===== src/rtl/uart_rx_pkg.sv =====
// Shared types, constants and helpers for the UART receive path.
package uart_rx_pkg;

    typedef enum logic [2:0] {IDLE, START, DATA, PARITY, STOP} rx_state_e;

    localparam logic PAR_EVEN = 1'b0;
    localparam logic PAR_ODD  = 1'b1;

    localparam int unsigned PRESCALE_8       = 32'd8;
    localparam int unsigned PRESCALE_16      = 32'd16;
    localparam int unsigned PRESCALE_32      = 32'd32;
    localparam int unsigned PRESCALE_DEFAULT = PRESCALE_8;

    function automatic int unsigned legal_prescale(input int unsigned p);
        case (p)
            PRESCALE_8, PRESCALE_16, PRESCALE_32: legal_prescale = p;
            default:                              legal_prescale = PRESCALE_DEFAULT;
        endcase
    endfunction

    function automatic logic majority3(input logic [2:0] s);
        return (s[0] & s[1]) | (s[0] & s[2]) | (s[1] & s[2]);
    endfunction

endpackage


===== src/rtl/uart_rx_core_rx_bit_sampler.sv =====
// Captures three mid-bit samples and presents their majority vote.
module rx_bit_sampler
    import uart_rx_pkg::*;
#(
    parameter int PRESCALE_WIDTH = 6
) (
    input  logic                      clk,
    input  logic                      rst_n,
    input  logic                      rx,
    input  logic [PRESCALE_WIDTH-1:0] edge_cnt,
    input  logic [PRESCALE_WIDTH-1:0] prescale,
    output logic                      sampled_bit,
    output logic                      sample_done
);

    logic [PRESCALE_WIDTH-1:0] half_s;
    logic [2:0]                samples_r;
    logic                      sample_done_r;

    assign half_s = prescale >> 1;

    // Capture at P/2-1, P/2, P/2+1; done is high in the P/2+2 cycle when the vote is valid
    always_ff @(posedge clk or negedge rst_n) begin
        if (!rst_n) begin
            samples_r     <= 3'b111;
            sample_done_r <= 1'b0;
        end else begin
            if (edge_cnt == half_s - PRESCALE_WIDTH'(1)) begin
                samples_r[0] <= rx;
            end else if (edge_cnt == half_s) begin
                samples_r[1] <= rx;
            end else if (edge_cnt == half_s + PRESCALE_WIDTH'(1)) begin
                samples_r[2] <= rx;
            end else begin
                samples_r <= samples_r;
            end
            sample_done_r <= (edge_cnt == half_s + PRESCALE_WIDTH'(1));
        end
    end

    assign sampled_bit = majority3(samples_r);
    assign sample_done = sample_done_r;

endmodule


===== src/rtl/uart_rx_core.sv =====
// UART receiver: oversampled, majority-voted, optional parity, registered result pulses.
// Data_Valid appears exactly 2 + 1 + P*(1+DATA_WIDTH+PAR_EN) + P/2 + 3 cycles after RX_IN falls.
module uart_rx_core
    import uart_rx_pkg::*;
#(
    parameter int DATA_WIDTH     = 8,
    parameter int PRESCALE_WIDTH = 6
) (
    input  logic                      CLK,
    input  logic                      RST,
    input  logic                      RX_IN,
    input  logic [PRESCALE_WIDTH-1:0] Prescale,
    input  logic                      PAR_EN,
    input  logic                      PAR_TYP,
    output logic [DATA_WIDTH-1:0]     P_DATA,
    output logic                      Data_Valid,
    output logic                      Parity_Error,
    output logic                      Stop_Error
);

    localparam int BIT_W = (DATA_WIDTH > 1) ? $clog2(DATA_WIDTH) : 1;

    function automatic logic expected_parity(input logic [DATA_WIDTH-1:0] d, input logic typ);
        case (typ)
            PAR_EVEN: expected_parity = ^d;
            PAR_ODD:  expected_parity = ~^d;
            default:  expected_parity = ^d;
        endcase
    endfunction

    rx_state_e                 state_r;
    logic                      rx_meta_r;
    logic                      rx_sync_r;
    logic [PRESCALE_WIDTH-1:0] edge_cnt_r;
    logic [PRESCALE_WIDTH-1:0] prescale_r;
    logic [BIT_W-1:0]          bit_cnt_r;
    logic [DATA_WIDTH-1:0]     shift_r;
    logic                      par_en_r;
    logic                      par_typ_r;
    logic                      par_err_r;
    logic                      last_edge_s;
    logic                      sampled_bit_s;
    logic                      sample_done_s;

    assign last_edge_s = (edge_cnt_r == prescale_r - PRESCALE_WIDTH'(1));

    // Two-flop synchroniser for the asynchronous serial line
    always_ff @(posedge CLK or negedge RST) begin
        if (!RST) begin
            rx_meta_r <= 1'b1;
            rx_sync_r <= 1'b1;
        end else begin
            rx_meta_r <= RX_IN;
            rx_sync_r <= rx_meta_r;
        end
    end

    rx_bit_sampler #(
        .PRESCALE_WIDTH(PRESCALE_WIDTH)
    ) u_sampler (
        .clk        (CLK),
        .rst_n      (RST),
        .rx         (rx_sync_r),
        .edge_cnt   (edge_cnt_r),
        .prescale   (prescale_r),
        .sampled_bit(sampled_bit_s),
        .sample_done(sample_done_s)
    );

    // Frame FSM with counters, shift register, parity check and result registers
    always_ff @(posedge CLK or negedge RST) begin
        if (!RST) begin
            state_r      <= IDLE;
            edge_cnt_r   <= '0;
            bit_cnt_r    <= '0;
            shift_r      <= '0;
            prescale_r   <= PRESCALE_WIDTH'(PRESCALE_DEFAULT);
            par_en_r     <= 1'b0;
            par_typ_r    <= 1'b0;
            par_err_r    <= 1'b0;
            P_DATA       <= '0;
            Data_Valid   <= 1'b0;
            Parity_Error <= 1'b0;
            Stop_Error   <= 1'b0;
        end else begin
            Data_Valid   <= 1'b0;
            Parity_Error <= 1'b0;
            Stop_Error   <= 1'b0;
            edge_cnt_r   <= last_edge_s ? '0 : edge_cnt_r + PRESCALE_WIDTH'(1);
            case (state_r)
                IDLE: begin
                    edge_cnt_r <= '0;
                    bit_cnt_r  <= '0;
                    par_err_r  <= 1'b0;
                    if (!rx_sync_r) begin
                        state_r    <= START;
                        prescale_r <= PRESCALE_WIDTH'(legal_prescale(32'(Prescale)));
                        par_en_r   <= PAR_EN;
                        par_typ_r  <= PAR_TYP;
                    end else begin
                        state_r <= IDLE;
                    end
                end
                START: begin
                    // A high vote means the falling edge was a glitch
                    if (sample_done_s && sampled_bit_s) begin
                        state_r    <= IDLE;
                        edge_cnt_r <= '0;
                    end else if (last_edge_s) begin
                        state_r <= DATA;
                    end else begin
                        state_r <= START;
                    end
                end
                DATA: begin
                    if (sample_done_s) begin
                        shift_r <= {sampled_bit_s, shift_r[DATA_WIDTH-1:1]};
                    end else begin
                        shift_r <= shift_r;
                    end
                    if (last_edge_s) begin
                        if (bit_cnt_r == BIT_W'(DATA_WIDTH - 1)) begin
                            bit_cnt_r <= '0;
                            state_r   <= par_en_r ? PARITY : STOP;
                        end else begin
                            bit_cnt_r <= bit_cnt_r + BIT_W'(1);
                        end
                    end else begin
                        bit_cnt_r <= bit_cnt_r;
                    end
                end
                PARITY: begin
                    if (sample_done_s) begin
                        par_err_r <= (sampled_bit_s != expected_parity(shift_r, par_typ_r));
                    end else begin
                        par_err_r <= par_err_r;
                    end
                    if (last_edge_s) begin
                        state_r <= STOP;
                    end else begin
                        state_r <= PARITY;
                    end
                end
                STOP: begin
                    // Leave as soon as the stop vote is known so a back-to-back start is caught
                    if (sample_done_s) begin
                        state_r      <= IDLE;
                        edge_cnt_r   <= '0;
                        Parity_Error <= par_err_r;
                        Stop_Error   <= ~sampled_bit_s;
                        if (!par_err_r && sampled_bit_s) begin
                            P_DATA     <= shift_r;
                            Data_Valid <= 1'b1;
                        end else begin
                            P_DATA <= P_DATA;
                        end
                    end else begin
                        state_r <= STOP;
                    end
                end
                default: begin
                    state_r    <= IDLE;
                    edge_cnt_r <= '0;
                end
            endcase
        end
    end

endmodule


===== config.mk =====
export PLATFORM = sky130hd
export DESIGN_NAME = uart_rx_core
export DESIGN_NICKNAME = d
export VERILOG_FILES = /design/src/rtl/uart_rx_pkg.sv /design/src/rtl/uart_rx_core_rx_bit_sampler.sv /design/src/rtl/uart_rx_core.sv
export SDC_FILE = /design/constraint.sdc
export NUM_CORES = 1
export LEC_CHECK = 0
export ABC_AREA = 1
export CAP_MARGIN = 20
export CORE_ASPECT_RATIO = 0.7
export CORE_MARGIN = 4
export CORE_UTILIZATION = 40
export CTS_CLUSTER_DIAMETER = 100
export CTS_CLUSTER_SIZE = 25
export DETAILED_ROUTE_END_ITERATION = 10
export MAX_ROUTING_LAYER = met4
export PLACE_DENSITY = 0.58
export SLEW_MARGIN = 40
export SYNTH_ARGS = -nofsm -noshare
export SYNTH_HDL_FRONTEND = slang
export SYNTH_SLANG_ARGS = --single-unit
export TNS_END_PERCENT = 30

===== constraint.sdc =====
create_clock -name CLK -period 3.75 [get_ports CLK]
set_clock_uncertainty 0.15 [all_clocks]
set_input_delay 0.5625 -clock CLK [delete_from_list [all_inputs] [get_ports CLK]]
set_output_delay 0.5625 -clock CLK [all_outputs]
set_load 0.02 [all_outputs]

==> Flow_metrics.wiki, run 1 <==
{| class="wikitable"
! Metric !! Value
|-
| Status || completed
|-
| Switching share of total power || 38.4%
|-
| Number of DRC markers after the initial detailed-route iteration || 116
|-
| FF+latch count, synth || 46
|-
| Leakage power summed over all cells || 0.00145 uW
|-
| Worst Hold Margin || 112 ps
|-
| Diodes inserted || 0
|-
| Number of buffers inserted by post-CTS setup repair || 0
|-
| Num rows || 24
|-
| Total of cells resized after clock tree synthesis || 0
|-
| Vias in the first global route || 1,795
|-
| Post-synthesis compound-gate area fraction || 6.56%
|-
| Final Hold Violating Endpoints || 0
|-
| I/O pin count || 22
|-
| Type of the worst setup path || reg2reg
|-
| Count of buffers inserted at the top-level ports || 21
|-
| Total chip power || 1520 uW
|-
| Clk Latency, worst-skew pair || 290 ps
|-
| Total nets after synthesis || 350
|-
| Worst-margin pin slew || 619 ps
|-
| Max Clock Freq || 0.487 GHz
|-
| Area growth, synth to finish || 14.0%
|-
| Main combinational cell family by area after synthesis || simple AND/OR/NAND/NOR gates
|-
| HP Class || in2async
|-
| Startpoint type of the worst setup path || register
|-
| Global-route wire length before repair || 9.10 mm
|-
| Tmin final || 2050 ps
|-
| Maximum net fanout on the critical path || 6
|-
| Proportion of synthesized chip area in sequential cells || 44.7%
|-
| Internal portion of total power || 940 uW
|-
| Via/cell ratio || 4.66
|-
| Fraction of post-synthesis cell area in the top cell type by area || 38.6%
|-
| Adder and majority gate portion of the synthesized area || 3.38%
|-
| Via count || 2,028
|-
| Pre-CTS setup slack || 1760 ps
|-
| Length in cells of the worst reg-to-reg path || 12
|-
| Fraction of the mapped netlist area in simple logic gates || 29.8%
|-
| Die Span Y || 75.4 um
|-
| Xor and xnor area share after synthesis || 7.09%
|-
| Detailed Routing Iterations Pass 1 || 5
|-
| Number of buffers on the longest clock path || 2
|-
| Overall routing resource usage || 15.3%
|-
| Yosys warning count || 0
|-
| Number of different library cells in the post-synthesis netlist || 30
|-
| Number of max-cap violations || 0
|-
| CP required || 3830 ps
|-
| Worst Path Arrival || 2140 ps
|-
| Synthesized netlist cell count || 332
|-
| Cell area after synthesis || 0.00259 mm2
|-
| Average cell area after synthesis || 7.81 um2
|-
| Power dissipated by switching net loads || 585 uW
|-
| Clock tree from TritonCTS || built
|-
| Worst setup margin || 1700 ps
|-
| Multiplexer share of the synthesized area || 0%
|-
| Floorplan core area || 0.00625 mm2
|-
| Worst vdd ir || 0.000248 V
|-
| Post-route DRC || 0
|-
| Post-DRT Antenna Nets || 0
|-
| TritonCTS Buffers || 5
|-
| Share of post-route cells with drive strength above 1 || 9.52%
|-
| WL per Instance || 12.3 um
|-
| Clock Sinks || 46
|-
| # nets final || 374
|-
| Fraction of power consumed by the clock network || 20.5%
|-
| Die width || 104 um
|-
| Max-slew violation total from the final report || 0
|-
| Die area || 0.00785 mm2
|-
| RSZ-0062 raised after global routing || no
|-
| Routed Wire Length || 5.36 mm
|-
| Global placement routability congestion || 0.901
|-
| Effective utilization at floorplan || 41.5%
|-
| Highest-count cells in the layout ignoring fill and taps || sky130_fd_sc_hd__nand2_1, sky130_fd_sc_hd__inv_1, sky130_fd_sc_hd__dfrtp_1, sky130_fd_sc_hd__nor2_1, sky130_fd_sc_hd__nand3_1
|-
| Clock Tree Root || sky130_fd_sc_hd__clkbuf_8
|-
| Relative contribution of combinational cells to total power || 34.8%
|-
| Global route overflow || 0
|-
| HPWL Detailed || 4.10 mm
|-
| Pwr/cell area || 516 mW/mm2
|-
| Final critical-path share of the clock period || 54.7%
|-
| Final setup violation count || 0
|-
| Total negative slack || 0 ps
|-
| Hold Buf Count CTS || 0
|-
| Synth top area cells || sky130_fd_sc_hd__dfrtp_1, sky130_fd_sc_hd__nand2_1, sky130_fd_sc_hd__inv_1
|-
| Yosys top cell by area || sky130_fd_sc_hd__dfrtp_1
|-
| Initial antenna violation count || 0
|-
| Register share of total power || 44.7%
|-
| Maximum level of the CTS H-tree || 2
|-
| Max-slew headroom || 58.6%
|-
| Maximum number of pins on one net before global-route repair || 47
|-
| CP Capture Type || register
|-
| Clock-pin slew on the worst setup and hold paths || 90 ps
|-
| Most common library cell in the layout ignoring fill and taps || sky130_fd_sc_hd__nand2_1
|-
| Internal reg-to-reg setup slack || 1700 ps
|}
[worst paths after layout]
| kind | start | endpoint |
|---|---|---|
| worst max-delay path | prescale_r[2] | bit_cnt_r[1] |
| worst min-delay path | RST | P_DATA[6] |
| worst max register to register | prescale_r[2] | bit_cnt_r[1] |
| worst min register to register | rx_meta_r | rx_sync_r |
| max in group asynchronous | RST | prescale_r[0] |
| min in group CLK | rx_meta_r | rx_sync_r |
[power groups by stage]
stage / sequential (uW) / clock [uW] / combinational [uW]
global placement: 689 / 0 / 528
floorplan: 678 / 0 / 392
finish: 682 / 312 / 531
CTS: 679 / 325 / 539
detailed placement: 688 / 0 / 535
global route: 694 / 346 / 617
[metal layers]
metal / global-route usage [%] / vias to the layer above / wire (um)
met3: 3.39 / 4 / 258
met1: 24.0 / 913 / 3020
met4: 3.10 / 0 / 31
li1: - / 1078 / -
met5: - / - / 0
met2: 19.5 / 33 / 2060
[registers in the layout (all words and copies together) (netlist names), 3 cells and up]
name                 count
prescale_r               6
shift_r                  8
state_r                  3
u_sampler.samples_r      3
P_DATA                   8
bit_cnt_r                3
edge_cnt_r               6
[stage by stage]
stage | cell area (um2) | utilization, % | instances
2_1_floorplan | 2590 | - | 332
3_3_place_gp | 2860 | 45.8 | 427
3_5_place_dp | 2870 | 45.9 | 427
4_1_cts | 2960 | 47.3 | 435
5_1_grt | 2960 | 47.3 | 435
6_report | 2960 | 47.3 | 435
[worst max-delay path, stage by stage, from the launching register on]
cell and delay, ps:
sky130_fd_sc_hd__dfrtp_1 450, sky130_fd_sc_hd__inv_1 150, sky130_fd_sc_hd__ha_1 260, sky130_fd_sc_hd__nand2_1 90
sky130_fd_sc_hd__nor2_2 110, sky130_fd_sc_hd__nand3_1 80, sky130_fd_sc_hd__nand2_1 60, sky130_fd_sc_hd__nand2_1 130
sky130_fd_sc_hd__nor2_4 180, sky130_fd_sc_hd__nand2_2 100, sky130_fd_sc_hd__nand2_2 100, sky130_fd_sc_hd__nand3_1 70
sky130_fd_sc_hd__nand2_1 70
[cell type report]
class | count | area (um2)
clock buffer | 7 | 86.3
tap | 78 | 97.6
multi-input combinational | 232 | 1210
timing repair buffer | 21 | 208
sequential | 46 | 1160
inverter | 50 | 188
clock inverter | 1 | 5.00
fill | 593 | 3290
[kinds of logic (layout without fill, tap and decap cells)]
family,count (synthesis),in the layout
AOI/OAI and AO/OA,31,31
buffers and inverters,54,79
DFF,46,46
xor gates and xnor gates,21,21
adders and majority gates,7,7
and+or+nand+nor,173,173
[Yosys cell counts]
| cell | instances |
|---|---|
| sky130_fd_sc_hd__o211ai_1 | 1 |
| sky130_fd_sc_hd__dfrtp_1 | 40 |
| sky130_fd_sc_hd__and2_1 | 1 |
| sky130_fd_sc_hd__nor2b_1 | 1 |
| sky130_fd_sc_hd__nor2_2 | 2 |
| sky130_fd_sc_hd__nand3_1 | 23 |
| sky130_fd_sc_hd__o21bai_1 | 1 |
| sky130_fd_sc_hd__nor3_4 | 2 |
| sky130_fd_sc_hd__xnor2_1 | 9 |
| sky130_fd_sc_hd__xor2_1 | 12 |
| sky130_fd_sc_hd__nand3b_1 | 2 |
| sky130_fd_sc_hd__nand4_1 | 2 |
| sky130_fd_sc_hd__inv_2 | 4 |
| sky130_fd_sc_hd__buf_6 | 2 |
| sky130_fd_sc_hd__o21ai_0 | 12 |
| sky130_fd_sc_hd__o21ai_2 | 2 |
| sky130_fd_sc_hd__a22oi_1 | 1 |
| sky130_fd_sc_hd__inv_1 | 46 |
| sky130_fd_sc_hd__nor2_1 | 29 |
| sky130_fd_sc_hd__buf_2 | 2 |
| sky130_fd_sc_hd__ha_1 | 7 |
| sky130_fd_sc_hd__nor2_4 | 1 |
| sky130_fd_sc_hd__nand2_2 | 4 |
| sky130_fd_sc_hd__or2_2 | 4 |
| sky130_fd_sc_hd__nor3_1 | 8 |
| sky130_fd_sc_hd__o21ai_1 | 4 |
| sky130_fd_sc_hd__nand2_1 | 93 |
| sky130_fd_sc_hd__nor4_2 | 1 |
| sky130_fd_sc_hd__dfstp_2 | 6 |
| sky130_fd_sc_hd__a21oi_1 | 10 |
Power figures use the tool's default switching activity.
==> run 2: changes to the inputs <==
==> constraint.sdc (replaced) <==
create_clock -name CLK -period 2 [get_ports CLK]
set_clock_uncertainty 0.15 [all_clocks]
set_input_delay 0.3 -clock CLK [delete_from_list [all_inputs] [get_ports CLK]]
set_output_delay 0.3 -clock CLK [all_outputs]
set_load 0.02 [all_outputs]
==> run 2 against run 1 <==
Critical path depth shrank 4. Worst hold slack gained 100 ps. Sequential share of layout area shrank 1.6 points. Critical path type unchanged.
==> Flow_metrics.wiki, run 2 (synthesis gave the netlist of run 1 again) <==
{| class="wikitable"
! Metric !! Value
|-
| Via/cell ratio || 4.69
|-
| Type of the worst setup path || reg2reg
|-
| Crit-path cells || inv_2 -> ha_1 -> xor2_1 -> nor2b_1 -> nand3_1 -> nor2_1 -> nand2_1 -> o21ai_0
|-
| Vias in the first global route || 1,854
|-
| I/O pin count || 22
|-
| # nets final || 384
|-
| Most common library cell in the layout ignoring fill and taps || sky130_fd_sc_hd__nand2_1
|-
| Die Span Y || 75.4 um
|-
| Die area || 0.00785 mm2
|-
| Slowest cell delay on critical path || 390 ps
|-
| Critical path's slowest cell || sky130_fd_sc_hd__dfrtp_1
|-
| Worst-margin pin slew || 370 ps
|-
| Routed Wire Length || 5.50 mm
|-
| Global-route wire length before repair || 9.30 mm
|-
| Number of cells on the worst hold path || 0
|-
| Count of buffers inserted at the top-level ports || 21
|-
| Overall routing resource usage || 15.7%
|-
| Detailed Routing Iterations Pass 1 || 4
|-
| Placed Area || 0.00293 mm2
|-
| Share of post-route cells with drive strength above 1 || 12.8%
|-
| Via count || 2,087
|-
| WL per Instance || 12.4 um
|-
| Length in cells of the worst reg-to-reg path || 8
|-
| Max Clock Freq || 0.539 GHz
|-
| Maximum level of the CTS H-tree || 2
|-
| Clk Latency, worst-skew pair || 300 ps
|-
| TritonCTS Buffers || 5
|-
| Final critical-path share of the clock period || 92.8%
|-
| Pre-CTS setup slack || 127 ps
|-
| CP Capture Type || register
|-
| HP Class || reg2reg
|-
| Initial antenna violation count || 0
|-
| Max-slew violation total from the final report || 0
|-
| Area growth, synth to finish || 18.8%
|-
| Total placed cells including tap cells || 434
|-
| Worst setup margin || 143 ps
|-
| Clock tree from TritonCTS || built
|-
| Floorplan core area || 0.00625 mm2
|-
| Worst vdd ir || 0.000360 V
|-
| Number of fill cells in the layout || 598
|-
| Leakage power summed over all cells || 0.00151 uW
|-
| Clock-pin slew on the worst setup and hold paths || 80 ps
|-
| Status || completed
|-
| HPWL Detailed || 4.25 mm
|-
| Highest-count cells in the layout ignoring fill and taps || sky130_fd_sc_hd__nand2_1, sky130_fd_sc_hd__inv_1, sky130_fd_sc_hd__dfrtp_1, sky130_fd_sc_hd__nor2_1, sky130_fd_sc_hd__nand3_1
|-
| Total buffers and inverters traversed by the critical path || 1
|-
| Leading registers by flop count || P_DATA x8, shift_r x8
|-
| Number of DRC markers after the initial detailed-route iteration || 106
|-
| Post-DRT Antenna Nets || 0
|-
| Pwr/cell area || 975 mW/mm2
|-
| Die width || 104 um
|-
| Effective utilization at floorplan || 41.5%
|-
| CP required || 2080 ps
|-
| Maximum net fanout on the critical path || 5
|-
| Global route overflow || 0
|-
| Stages on worst setup path || 8
|-
| Finished Layout Cells || 445
|-
| Post-route DRC || 0
|-
| Clock Tree Root || sky130_fd_sc_hd__clkbuf_8
|-
| Startpoint type of the worst setup path || register
|-
| CP top delay family || simple AND/OR/NAND/NOR gates
|-
| Number of buffers on the longest clock path || 2
|-
| Global placement routability congestion || 0.883
|-
| Maximum number of pins on one net before global-route repair || 25
|-
| Post-route cell area || 0.00308 mm2
|-
| Clock Sinks || 46
|-
| Final setup violation count || 0
|-
| Tmin final || 1860 ps
|-
| Max-slew headroom || 75.1%
|-
| Post-route core utilization || 49.3%
|-
| Worst Path Arrival || 1930 ps
|-
| Diodes inserted || 0
|-
| Final Hold Violating Endpoints || 0
|-
| Number of max-cap violations || 0
|-
| Num rows || 24
|}
[run 2: changes by cell type in the layout (fill, tap and decap cells not counted), sizes merged]
| cell | change |
|---|---|
| clkinv | -1 |
| buf | +9 |
| bufinv | +1 |
| clkbuf | -1 |
| dlygate4sd3 | +1 |
| clkinvlp | +1 |
[run 2: report_power, final]
group / switching [uW] / internal (uW) / leakage (uW)
combinational: 632 / 389 / 0.000846
sequential: 176 / 1110 / 0.000612
clock: 324 / 373 / 0.0000514
[run 2: routing by layer]
layer,GRT usage [%],vias to the layer above,part of all wire [%]
li1,-,1103,-
met1,24.5,948,56
met2,19.4,32,38
met3,4.23,4,4.7
met4,3.98,0,0.73
met5,-,-,0
[run 2: area by class of cell]
class	instances	area, um2	share of cell area [%]
Multi-Input combinational cell	232	1230	40.0
Sequential cell	46	1160	37.6
Timing Repair Buffer	31	295	9.59
Inverter	50	188	6.09
Tap cell	78	97.6	3.17
Clock buffer	6	72.6	2.36
Clock inverter	2	37.5	1.22
[run 2: worst reg2reg max path: stages (launching register included)]
cell and delay [ps]:
sky130_fd_sc_hd__dfrtp_1 390, sky130_fd_sc_hd__inv_2 110, sky130_fd_sc_hd__ha_1 260, sky130_fd_sc_hd__xor2_1 260, sky130_fd_sc_hd__nor2b_1 170, sky130_fd_sc_hd__nand3_1 110
sky130_fd_sc_hd__nor2_1 120, sky130_fd_sc_hd__nand2_1 70, sky130_fd_sc_hd__o21ai_0 140
[run 2: what timing repair did]
| item | in CTS | in global routing |
|---|---|---|
| resized for setup | 0 | 5 |
| endpoints found under the setup margin | 0 | 13 |
| endpoints found under the hold margin | 40 | 0 |
| buffers inserted | 0 | 2 |
| hold buffers | 1 | 0 |
[run 2: per-stage QoR]
stage / hold slack [ps] / TNS, ps / power (uW)
final: 214 / 0 / 3000
after global routing: 218 / -3.79 / 3260
after CTS: 216 / 0 / 3020
after detailed placement: 165 / 0 / 2310
after global placement: 157 / 0 / 2310
after floorplan: -146 / 0 / 2010
[run 2: final timing paths]
check                                    from                      to  slack, ps
worst max-delay path            prescale_r[2]  u_sampler.samples_r[0]        140
worst min-delay path                rx_meta_r               rx_sync_r        210
worst max register to register  prescale_r[2]  u_sampler.samples_r[0]        140
worst min register to register      rx_meta_r               rx_sync_r        210
max in group asynchronous                 RST  u_sampler.samples_r[2]       1050
min in group asynchronous                 RST              shift_r[5]        370
==> RTL change, RTL diff (flow settings as in run 1) <==
`PRESCALE_WIDTH` is set to 6 in 2 places; all go to 8.
--- a/src/rtl/uart_rx_core_rx_bit_sampler.sv
+++ b/src/rtl/uart_rx_core_rx_bit_sampler.sv
@@ -3,5 +3,5 @@
     import uart_rx_pkg::*;
 #(
-    parameter int PRESCALE_WIDTH = 6
+    parameter int PRESCALE_WIDTH = 8
 ) (
     input  logic                      clk,
--- a/src/rtl/uart_rx_core.sv
+++ b/src/rtl/uart_rx_core.sv
@@ -5,5 +5,5 @@
 #(
     parameter int DATA_WIDTH     = 8,
-    parameter int PRESCALE_WIDTH = 6
+    parameter int PRESCALE_WIDTH = 8
 ) (
     input  logic                      CLK,
Ports: changed (resized Prescale); port bits go from 22 to 24. No check against the original RTL was run, so the function may have changed too.
==> RTL change against run 1 <==
Worst setup slack got worse by 96 ps. Synthesized cell count grew 6.3%. Combinational power rose by 57%. Non-clock buffer count up 3. Synthesized area is 14% higher. Total power grew 28%. Sequential cell count rose by 4. Routed wire length rose by 13%. Cell area increased by 13%. Critical path depth did not move. Hold slack got worse by 60 ps.
==> RTL change: results (changes against run 1) <==
| Metric | Value |
|---|---|
| Placed insts | `462 (+8.2%)` |
| Worst-path clk slew | `100 ps` |
| Most common cell in the netlist | `nand2_1` |
| Peak supply drop | `0.224 mV (-9.4%)` |
| CP top delay family | `simple AND/OR/NAND/NOR gates` |
| Syn_area_per_cell | `8.36 µm² (+7.1%)` |
| Clk Latency, worst-skew pair | `300 ps` |
| Outcome | `completed` |
| I/O Buffers | `23 (+9.5%)` |
| Via Count | `2242 (+11%)` |
| Max_slew headroom | `0.645 (+0.0589)` |
| Total CTS buffers | `5 (unchanged)` |
| Leak | `1.65 nW (+13%)` |
| Filler Cells Inserted | `680 (+15%)` |
| Post-synth top cells | `nand2_1 (80), dfrtp_1 (44), inv_1 (40)` |
| Final Routed Wirelength | `6060 µm (+13%)` |
| CP peak stage delay | `540 ps (+90 ps)` |
| Distinct cells, synth | `38 (+27%)` |
| Post-synthesis net count | `373 (+6.6%)` |
| Post-synthesis mux area share | `0.0267 (+0.0267)` |
| First DRT Iteration DRCs | `103 (-11%)` |
| Adder-Cell Fraction of Synth Area | `0.0335 (-0.000295)` |
| Largest net degree at the start of global routing | `37 (-21%)` |
| Compound-cell area share of the yosys netlist | `0.0543 (-0.0114)` |
| Total track usage | `0.154 (+0.000786)` |
| Place WS | `1620 ps (-138 ps)` |
| Crit path DAT | `2200 ps (+60 ps)` |
| Htree depth | `2 (unchanged)` |
| Drt pass-1 iters | `4 (-1)` |
| RePlAce Congestion | `0.882 (-2.2%)` |
| Post-DP HPWL | `4620 µm (+13%)` |
| CP max FO | `8 (+2)` |
| First-pass GRT wire length | `10600 µm (+17%)` |
| Post-route insts no fill | `470 (+8.0%)` |
| Synth Area in XOR/XNOR | `0.0920 (+0.0210)` |
| Nets | `395 (+5.6%)` |
| Layout cells sized above 1 | `0.141 (+0.0457)` |
| Synth top area cells | `dfrtp_1 (37%), nand2_1 (10%), dfstp_2 (5.3%), inv_1 (5.1%), xor2_1 (5.0%)` |
| Seq/Total Area, Yosys | `0.426 (-0.0205)` |
RTL change: area by class of cell:
type / instances / area share
multi-input cells: 250 / 0.439
flip-flops and latches: 50 / 0.378
repair buffers: 24 / 0.0707
inverters: 44 / 0.0496
well taps: 94 / 0.0353
clock buffers: 5 / 0.0207
clock inverters: 3 / 0.00639
RTL change: per-layer routing:
layer | track usage | vias to the layer above | wire, µm
met5 | - | - | 0
li1 | - | 1162 | -
met4 | 0.0381 | 0 | 42
met1 | 0.225 | 1048 | 3380
met2 | 0.220 | 30 | 2430
met3 | 0.0273 | 2 | 202
RTL change: per-stage QoR:
| step | util | area (µm²) | hold WS (ps) | power (mW) |
|---|---|---|---|---|
| finish | 0.479 | 3330 | 52.1 | 1.96 |
| global route | 0.479 | 3330 | 91.9 | 2.13 |
| CTS | 0.479 | 3330 | 70.9 | 1.98 |
| detailed placement | 0.466 | 3240 | 200 | 1.65 |
| global placement | 0.466 | 3240 | 197 | 1.63 |
| floorplan | - | 2950 | 117 | 1.43 |
RTL change: worst reg2reg max path: stages (launching register included):
cell and delay [ps]:
dfrtp_1 540, inv_1 130, ha_1 290, nand2_1 160
nand2_1 80, nand3_1 90, nand3_2 100, nor2_4 140
nand2_4 90, nand2_2 70, nand2_2 50, nor2_1 120
nor2_1 50
RTL change: report_power, final:
part	leakage [nW]	switching [mW]	internal, mW	total (mW)
clock network	0.0441	0.195	0.132	0.326
logic	0.940	0.502	0.329	0.832
registers	0.662	0.126	0.673	0.800
total	1.65	0.823	1.13	1.96
RTL change: path summary, 6_finish.rpt:
path	startpoint	end	slack (ps)
max in group asynchronous	RST	rx_meta_r$_DFF_PN1_	2740
worst max register to register	prescale_r[2]$_DFFE_PN0P_	state_r[0]$_DFFE_PN0P_	1600
worst min-delay path	RST	edge_cnt_r[5]$_DFF_PN0_	50
worst min register to register	rx_meta_r$_DFF_PN1_	rx_sync_r$_DFF_PN1_	220
min in group CLK	rx_meta_r$_DFF_PN1_	rx_sync_r$_DFF_PN1_	220
worst max-delay path	prescale_r[2]$_DFFE_PN0P_	state_r[0]$_DFFE_PN0P_	1600
RTL change: logic make-up after synthesis:
family	count (synthesis)
xor+xnor	31
fa+ha+maj	8
mux	7
simple gates	176
flops	50
compound gates	28
buf+inv	53
